$ cat src/rtl/step_pkg.sv
// rtl/step_pkg.sv - shared state encoding and default timing for the step sequencer
package step_pkg;

    typedef enum logic [1:0] {
        IDLE  = 2'd0,
        SETUP = 2'd1,
        HIGH  = 2'd2,
        LOW   = 2'd3
    } state_t;

    localparam int DEF_PULSE_W    = 100;
    localparam int DEF_DIR_SETUP  = 250;
    localparam int DEF_PERIOD_MIN = 200;

    localparam logic DIR_POS = 1'b1;

endpackage

$ cat src/rtl/step_timer.sv
// rtl/step_timer.sv - loadable down-counter that parks at zero and flags done
module step_timer #(
    parameter int W = 8
) (
    input  logic         clk,
    input  logic         rst,
    input  logic         load,
    input  logic [W-1:0] value,
    output logic         done
);

    logic [W-1:0] count;

    always_ff @(posedge clk or posedge rst) begin
        if (rst) begin
            count <= '0;
        end else if (load) begin
            count <= value;
        end else if (count != '0) begin
            count <= count - W'(1);
        end
    end

    assign done = (count == '0);

endmodule

$ cat src/rtl/step_sequencer.sv
// rtl/step_sequencer.sv - STEP/DIR pulse generator with driver timing and position count
module step_sequencer
    import step_pkg::*;
#(
    parameter int WIDTH_WORK = 16,
    parameter int POS_W      = 32,
    parameter int PULSE_W    = DEF_PULSE_W,
    parameter int DIR_SETUP  = DEF_DIR_SETUP,
    parameter int PERIOD_MIN = DEF_PERIOD_MIN
) (
    input  logic                    clk,
    input  logic                    rst,
    input  logic                    enable,
    input  logic                    dir_req,
    input  logic [WIDTH_WORK-1:0]   period,
    input  logic                    pos_clear,
    output logic                    step,
    output logic                    dir,
    output logic                    busy,
    output logic                    period_clamped,
    output logic signed [POS_W-1:0] position
);

    localparam int TIMER_MAX = (PULSE_W > DIR_SETUP) ? PULSE_W : DIR_SETUP;
    localparam int TIMER_W   = $clog2(TIMER_MAX + 1);
    localparam logic signed [POS_W-1:0] POS_ONE = POS_W'(1);

    // A pulse must end before the next period boundary, otherwise LOW is never reached.
    generate
        if (PERIOD_MIN <= PULSE_W) begin : g_bad_timing
            $error("step_sequencer: PERIOD_MIN must exceed PULSE_W");
        end
    endgenerate

    state_t                state, state_n;
    logic                  dir_n;
    logic                  run;
    logic                  enter_high;
    logic                  below_min;
    logic [WIDTH_WORK-1:0] p_eff;
    logic [WIDTH_WORK-1:0] per_val;
    logic                  tmr_load, tmr_done;
    logic [TIMER_W-1:0]    tmr_val;
    logic                  per_done;

    assign run       = enable && (period != '0);
    assign below_min = (period < WIDTH_WORK'(PERIOD_MIN));
    assign p_eff     = below_min ? WIDTH_WORK'(PERIOD_MIN) : period;
    assign per_val   = p_eff - WIDTH_WORK'(1);

    // Shared by pulse-width and direction-setup timing; the two never overlap.
    step_timer #(.W(TIMER_W)) u_pulse_timer (
        .clk   (clk),
        .rst   (rst),
        .load  (tmr_load),
        .value (tmr_val),
        .done  (tmr_done)
    );

    // Loaded with P-1 at each rising edge so the next rise lands exactly P cycles later.
    step_timer #(.W(WIDTH_WORK)) u_period_timer (
        .clk   (clk),
        .rst   (rst),
        .load  (enter_high),
        .value (per_val),
        .done  (per_done)
    );

    always_comb begin
        state_n    = state;
        dir_n      = dir;
        enter_high = 1'b0;
        tmr_load   = 1'b0;
        tmr_val    = '0;
        unique case (state)
            IDLE: begin
                if (run) begin
                    if (dir_req != dir) begin
                        dir_n    = dir_req;
                        state_n  = SETUP;
                        tmr_load = 1'b1;
                        tmr_val  = TIMER_W'(DIR_SETUP - 1);
                    end else begin
                        enter_high = 1'b1;
                    end
                end
            end
            SETUP: begin
                if (!run) begin
                    state_n = IDLE;
                end else if (tmr_done) begin
                    enter_high = 1'b1;
                end
            end
            HIGH: begin
                if (tmr_done) begin
                    state_n = LOW;
                end
            end
            LOW: begin
                if (per_done) begin
                    if (!run) begin
                        state_n = IDLE;
                    end else if (dir_req != dir) begin
                        dir_n    = dir_req;
                        state_n  = SETUP;
                        tmr_load = 1'b1;
                        tmr_val  = TIMER_W'(DIR_SETUP - 1);
                    end else begin
                        enter_high = 1'b1;
                    end
                end
            end
            default: state_n = IDLE;
        endcase
        if (enter_high) begin
            state_n  = HIGH;
            tmr_load = 1'b1;
            tmr_val  = TIMER_W'(PULSE_W - 1);
        end
    end

    always_ff @(posedge clk or posedge rst) begin
        if (rst) begin
            state          <= IDLE;
            dir            <= 1'b0;
            step           <= 1'b0;
            busy           <= 1'b0;
            period_clamped <= 1'b0;
            position       <= '0;
        end else begin
            state <= state_n;
            dir   <= dir_n;
            step  <= (state_n == HIGH);
            busy  <= (state_n != IDLE);
            if (enter_high) begin
                period_clamped <= below_min;
            end
            if (pos_clear) begin
                position <= '0;
            end else if (enter_high) begin
                position <= (dir == DIR_POS) ? position + POS_ONE : position - POS_ONE;
            end
        end
    end

endmodule

$ cat config.mk
export PLATFORM = sky130hd
export DESIGN_NAME = step_sequencer
export DESIGN_NICKNAME = d
export VERILOG_FILES = /design/src/rtl/step_pkg.sv /design/src/rtl/step_timer.sv /design/src/rtl/step_sequencer.sv
export SDC_FILE = /design/constraint.sdc
export NUM_CORES = 1
export LEC_CHECK = 0
export BUFFER_PORTS_ARGS = -buffer_cell sky130_fd_sc_hd__buf_2
export CORE_MARGIN = 2
export CORE_UTILIZATION = 45
export CTS_CLUSTER_DIAMETER = 120
export CTS_CLUSTER_SIZE = 8
export DETAILED_ROUTE_END_ITERATION = 7
export GPL_TIMING_DRIVEN = 1
export PLACE_DENSITY_LB_ADDON = 0.3
export SETUP_SLACK_MARGIN = 0.3
export SLEW_MARGIN = 25
export SYNTH_ARGS = -nofsm -noshare
export SYNTH_HDL_FRONTEND = slang
export SYNTH_SLANG_ARGS = --single-unit
export TNS_END_PERCENT = 1
$ cat constraint.sdc
create_clock -name clk -period 3.7 [get_ports clk]
set_input_delay 0 -clock clk [delete_from_list [all_inputs] [get_ports clk]]
set_output_delay 0 -clock clk [all_outputs]
set_load 0.05 [all_outputs]
# ---- Yosys cells after proc, flatten, opt, wreduce, memory -nomap -nowiden
# Cells that the tools add are included.
dict set report totals {
  register_bits 62
  latch_bits 0
  ramBits 0
  romBits 0
  in_bits 21
  memories 0
}
dict set report op_classes {
  addsub 5
  mul 0
  div 0
  order_cmp 1
  n_eq_ne 6
  shift 0
  n_mux 36
  bitwise 0
  reduce_logical 13
}
# cell n
set ops {}
lappend ops {{2-to-1 mux 32 bit} 3}
lappend ops {{2-to-1 mux 16 bit} 3}
lappend ops {{2-to-1 mux 8 bit} 6}
lappend ops {{adder 32 x 2 -> 32 bit (second input constant)} 1}
lappend ops {{nonzero test 16 bit} 2}
lappend ops {{subtractor 16 x 1 -> 16 bit (second input constant)} 2}
lappend ops {{subtractor 32 x 2 -> 32 bit (second input constant)} 1}
lappend ops {{zero test 16 bit} 1}
lappend ops {{less-than comparator 16 x 8 -> 1 bit (second input constant)} 1}
lappend ops {{one-hot mux 8 bit (2 select lines)} 1}
lappend ops {{2-to-1 mux 2 bit} 7}
lappend ops {{2-to-1 mux 1 bit} 12}
lappend ops {{nonzero test 2 bit} 5}
lappend ops {{zero test 8 bit} 1}
lappend ops {{one-hot mux 2 bit (4 select lines)} 1}
lappend ops {{nonzero test 8 bit} 1}
lappend ops {{subtractor 8 x 1 -> 8 bit (second input constant)} 1}
lappend ops {{== test 2 bit (second input constant)} 3}
lappend ops {{one-hot mux 1 bit (2 select lines)} 2}
lappend ops {{one-hot mux 1 bit (3 select lines)} 1}
lappend ops {{== test 2 x 1 -> 1 bit (second input constant)} 1}
lappend ops {{zero test 2 bit} 1}
lappend ops {{inequality test 2 bit (second input constant)} 1}
lappend ops {{AND reduction 2 bit} 1}
lappend ops {{2 further kinds} 2}

# ---- Depth between registers and ports, before layout
dict set report logic_depth {
  depth_word 7
  mapped_depth 18
  depth_no_buf 15
}

# ---- Modules after synthesis
# From an unflattened synthesis, not the netlist that was laid out.
dict set report hier_totals {
  cells_unflattened 600
  hier_area_um2 5012.3
}
# module instances cells_each area_each_um2 seq_area_each_um2
set by_module_without_submodules {}
lappend by_module_without_submodules {step_sequencer 1 442 3522.1 950.9}
lappend by_module_without_submodules {{step_timer at u_period_timer} 1 102 993.5 400.4}
lappend by_module_without_submodules {{step_timer at u_pulse_timer} 1 56 496.7 200.2}

# ---- Worst setup path before layout
# OpenSTA, ideal clock, no wires.
dict set report synth_timing {
  path_kind {register -> register}
  start {register u_pulse_timer.count[0]}
  end {register u_period_timer.count[8]}
  setup_ns 0.138
  t_arrival_ns 3.754
  t_required_ns 3.562
  slack_ns -0.192
  stages_incl_launch_ff 19
  n_path_buf 3
  synth_period_minus_slack_ns 3.892
  path_cell_list {dfrtp_1 -> inv_1 -> ha_1 -> or3b_1 -> nor4b_4 -> a22oi_1 -> a211oi_4 -> buf_2 -> buf_2 -> buf_2 -> and3_1 -> a21oi_1 -> ha_1 -> nand3b_1 -> nor3_1 -> a21oi_1 -> a211o_1 -> xor2_1 -> o22ai_1}
}
dict set report synth_via {
  elab_chain_len 5
}
# item line
set synth_lines {}
lappend synth_lines {{start, declared} step_timer.sv:12} ;# logic [W-1:0] count;
lappend synth_lines {{start signal, assigned} step_timer.sv:18} ;# count <= value;
lappend synth_lines {{start signal, assigned} step_timer.sv:20} ;# count <= count - W'(1);
lappend synth_lines {{zero test 8 bit (*)} step_timer.sv:24} ;# assign done = (count == '0);
lappend synth_lines {{2-to-1 mux 1 bit (*)} step_sequencer.sv:91} ;# end else if (tmr_done) begin
lappend synth_lines {{2-to-1 mux 1 bit (*)} step_sequencer.sv:89} ;# if (!run) begin
lappend synth_lines {{one-hot mux 1 bit (3 select lines) (*)} step_sequencer.sv:75} ;# unique case (state)
lappend synth_lines {{2-to-1 mux 16 bit / nonzero test 2 bit (equally long branches)} --}
lappend synth_lines {{end signal, assigned} step_timer.sv:18}
lappend synth_lines {{end signal, assigned} step_timer.sv:20}
lappend synth_lines {{end, declared} step_timer.sv:12}
# Every way passes the cells marked *; elsewhere a longest branch is shown, timed or not.
# A chain may end at the register's enable or synchronous reset.

# ---- Worst setup path in the final report
dict set report layout_timing {
  start {register u_pulse_timer.count[1]}
  end {register u_period_timer.count[8]}
}
# The elaborated chain is that of the path after synthesis.

==> metrics.md <==
| Metric | Value |
|---|---|
| Crit path kind | reg -> reg |
| I/O Pins | 57 |
| CP most frequent cell | a21oi_2 |
| DR WL/cell | 15.2 µm |
| PnR worst setup slack | 0.362 ns |
| Final Hold Viols | 0 |
| Core box area | 10300 µm² |
| Leak | 2.63 nW |
| Clk_skew | 0.0106 ns |
| Worst-path clk slew | 0.07 ns |
| DRT met1 WL | 5710 µm |
| Dpl cells | 766 |
| Post-DP HPWL | 8640 µm |
| Gr usage total | 0.222 |
| Hold Crit Depth | 4 |
| Fmax | 300 MHz |
| N_diodes | 0 |
| Slowest stage cell, crit path | dfrtp_1 |
| Worst Path Arrival | 3.55 ns |
| Worst reg-to-reg path cell count | 14 |
| FF+latch count, synth | 62 |
| Die width | 107 µm |
| Metal3 WL | 479 µm |
| Hold_ws | 0.0409 ns |
| Yosys Warn Count | 0 |
| Total chip power | 4.59 mW |
| Area Growth Syn to Fin | 17.3% |
| Slew HR | 0.465 |
| Initial Util | 0.465 |
| Reg-to-Reg End | u_period_timer.count[8] |
| Vias in the first global route | 4511 |
| Worst Setup EP | u_period_timer.count[8] |
| Antenna-violating nets left | 0 |
| Final Cycle Share | 0.902 |
| Share of layout cells above drive strength 1 | 0.182 |
| Total CTS buffers | 9 |
| Largest net degree at the start of global routing | 45 |
| RSZ-0062 raised after global routing | yes |
| Max VDD drop | 0.356 mV |
| Post-synth top area share | 0.323 |
| GRT overflow | 0 |
| Post-Syn Area | 4800 µm² |
| Cell variety after synth | 60 |
| Max_cap viols | 0 |
| Top cell type by total area after synthesis | dfrtp_1 |
| Worst skew pair latency | 0.35 ns |
| DRC Markers | 0 |
| Asr flop ratio synth | 1.00 |
| Critical path fanouts, max | 5 |
| FP Rows | 37 |
| DIE AREA | 11500 µm² |
| Max-slew violations | 0 |
| CTS tree | done |
| Syn Nets | 640 |
| Crit-path leading delay family | compound AO/OA/AOI/OAI gates |
| Finished Layout Cells | 791 |
| CP required | 3.92 ns |
| Post-synth EDFFs | 0 |
| Total negative slack | 0 ns |
| Final GP Congestion | 0.841 |
| Power Dens Cells | 816 nW/µm² |
| Clock Path Buffers | 2 |
| Max layer used | met4 |
| Worst slew pin tran | 0.802 ns |
| Dpl cell area | 5300 µm² |
| R2R Setup Slk | 0.36 ns |
| Die H | 107 µm |
| Vias | 4512 |
| Max H-tree Level | 3 |
| CP max stage delay | 0.40 ns |
| CP Launch Type | register |
| Crit path from | u_pulse_timer.count[1] |
| Detailed Route WL | 12000 µm |
| Worst flop-to-flop path startpoint | u_pulse_timer.count[1] |
| Status | finished, final reports clean |
| Syn Area/Cell | 8.24 µm² |
| Initial antenna violation count | 0 |
| Top cells by area, synth | dfrtp_1 (32%), ha_1 (9.4%), a21oi_1 (6.4%), nand2_1 (6.2%), xnor2_1 (4.7%) |
| Finished layout cell area | 5630 µm² |
| Cells after synthesis | 582 |
| Min cycle time layout | 3.34 ns |
| CP Depth | 14 |
| Via density | 5.70 |
| Worst Path Buf+Inv | 1 |
| Initial drt markers | 268 |
| Hold crit path type | in -> reg |
| Post-synthesis sequential area ratio | 0.323 |
| Final Core Density | 0.545 |
| Dominant synthesized flop cell | dfrtp_1 |
| Met2 WL | 5640 µm |
| CTS Sinks | 62 |
| Worst setup EP type | register |
| Nets | 708 |
| Pre-CTS WS | 0.150 ns |
| Port Buffers | 56 |
| Final setup fails | 0 |
| Filler cells | 936 |
| Global-route wire length before repair | 20800 µm |
| Root Buffer | clkbuf_8 |
| Pre-antenna DRT Iters | 6 |
| Crit-path cells | inv_2, ha_4, or3b_4, nor4b_4, a22oi_2, a211o_2, a21oi_2, ha_2, nand3b_1, nor3_2, a21oi_2, a211o_1, xor2_1, o22ai_1 |
[worst register-to-register path, delay by kind of cell (launching register included)]
family,cells,cell delay [ns]
buf+inv,1,0.08
simple gates,4,1.00
compound gates,6,1.20
fa+ha+maj,2,0.36
flops,1,0.40
xor+xnor,1,0.17
[cells in the final DEF, fill, tap and decap left out, drive strengths merged, types with 8 or more instances in the layout]
cell and n:
buf 69, nand3 13, and3 8, dfrtp 62
a21o 16, xnor2 26, ha 36, clkbuf 9
a21oi 61, nand2 79, nand3b 9, nor3 28
o21ai 28, a211oi 10, inv 14, dlygate4sd3 8
nor2 51, xor2 15, and2 11
[timing repair]
item / in CTS / in global routing
gates resized for setup: 4 / 7
endpoints found under the setup margin: 4 / 16
hold endpoints to repair: 50 / 0
setup buffers: 1 / 0
hold buffers: 8 / 0
pin swaps: 4 / 0
[cell type report]
class / count / area, µm² / area share
Clock buffer: 9 / 124 / 0.0220
Clock inverter: 7 / 65.1 / 0.0116
Inverter: 16 / 65.1 / 0.0116
Multi-Input combinational cell: 484 / 3190 / 0.567
Sequential cell: 62 / 1550 / 0.276
Tap cell: 136 / 170 / 0.0302
Timing Repair Buffer: 77 / 458 / 0.0814
[synth_stat cells (2+ instances only)]
| cell | instances |
|---|---|
| o21a_1 | 3 |
| o22ai_1 | 4 |
| nor4_1 | 2 |
| a211oi_1 | 9 |
| a31oi_1 | 5 |
| inv_1 | 16 |
| nand4b_1 | 2 |
| or3_1 | 6 |
| nor4b_1 | 2 |
| a21oi_1 | 61 |
| nand3_1 | 13 |
| nand2b_1 | 3 |
| or2_2 | 4 |
| nand4_1 | 3 |
| nand3b_1 | 9 |
| buf_2 | 4 |
| nor2_1 | 51 |
| and2_1 | 10 |
| a311oi_1 | 3 |
| and3_1 | 8 |
| nand2_1 | 79 |
| xnor2_1 | 26 |
| o31ai_1 | 4 |
| mux2i_1 | 7 |
| a211o_1 | 3 |
| o221ai_1 | 2 |
| o211ai_1 | 7 |
| clkbuf_1 | 14 |
| nor3b_1 | 3 |
| xor2_1 | 15 |
| a21o_1 | 16 |
| dfrtp_1 | 62 |
| nor3_1 | 28 |
| mux2_2 | 2 |
| o21ai_0 | 25 |
| or4_1 | 3 |
| ha_1 | 36 |
| and4_1 | 2 |
| buf_1 | 2 |
| o21ai_1 | 3 |
| nor2b_1 | 6 |
[worst min path at each step]
stage	startpoint	to	slack, ns
2_1_floorplan	dir_req	dir	0.12
3_3_place_gp	rst	position[21]	0.27
3_5_place_dp	rst	position[21]	0.30
4_1_cts	period[14]	u_period_timer.count[14]	0.02
5_1_grt	period[12]	u_period_timer.count[12]	0.06
6_report	period[14]	u_period_timer.count[14]	0.04
[registers in the layout, summed over array words and instances (netlist names)]
signal and flops:
position 32, u_period_timer.count 16, u_pulse_timer.count 8, state 2
busy 1, dir 1, period_clamped 1, step 1
[cell families after synthesis]
group / Yosys count / share of synthesized area
xor gates and xnor gates: 41 / 0.0749
adders and majority gates: 37 / 0.0981
buffers and inverters: 36 / 0.0292
DFF: 62 / 0.323
muxes: 9 / 0.0193
AOI/OAI and AO/OA: 157 / 0.207
and+or+nand+nor: 240 / 0.249
[report_power, final]
| part | leakage (nW) | switching (mW) | internal [mW] |
|---|---|---|---|
| registers | 0.799 | 0.230 | 0.915 |
| clock network | 0.0948 | 0.293 | 0.306 |
| logic | 1.74 | 1.74 | 1.11 |
| total | 2.63 | 2.27 | 2.33 |
[metal layers]
metal | global-route usage | vias to the layer above
li1 | - | 2239
met1 | 0.296 | 2156
met2 | 0.364 | 100
met3 | 0.0363 | 17
met4 | 0.0788 | 0
met5 | 0 | -
Note: power is estimated with default switching activity, not from simulation.
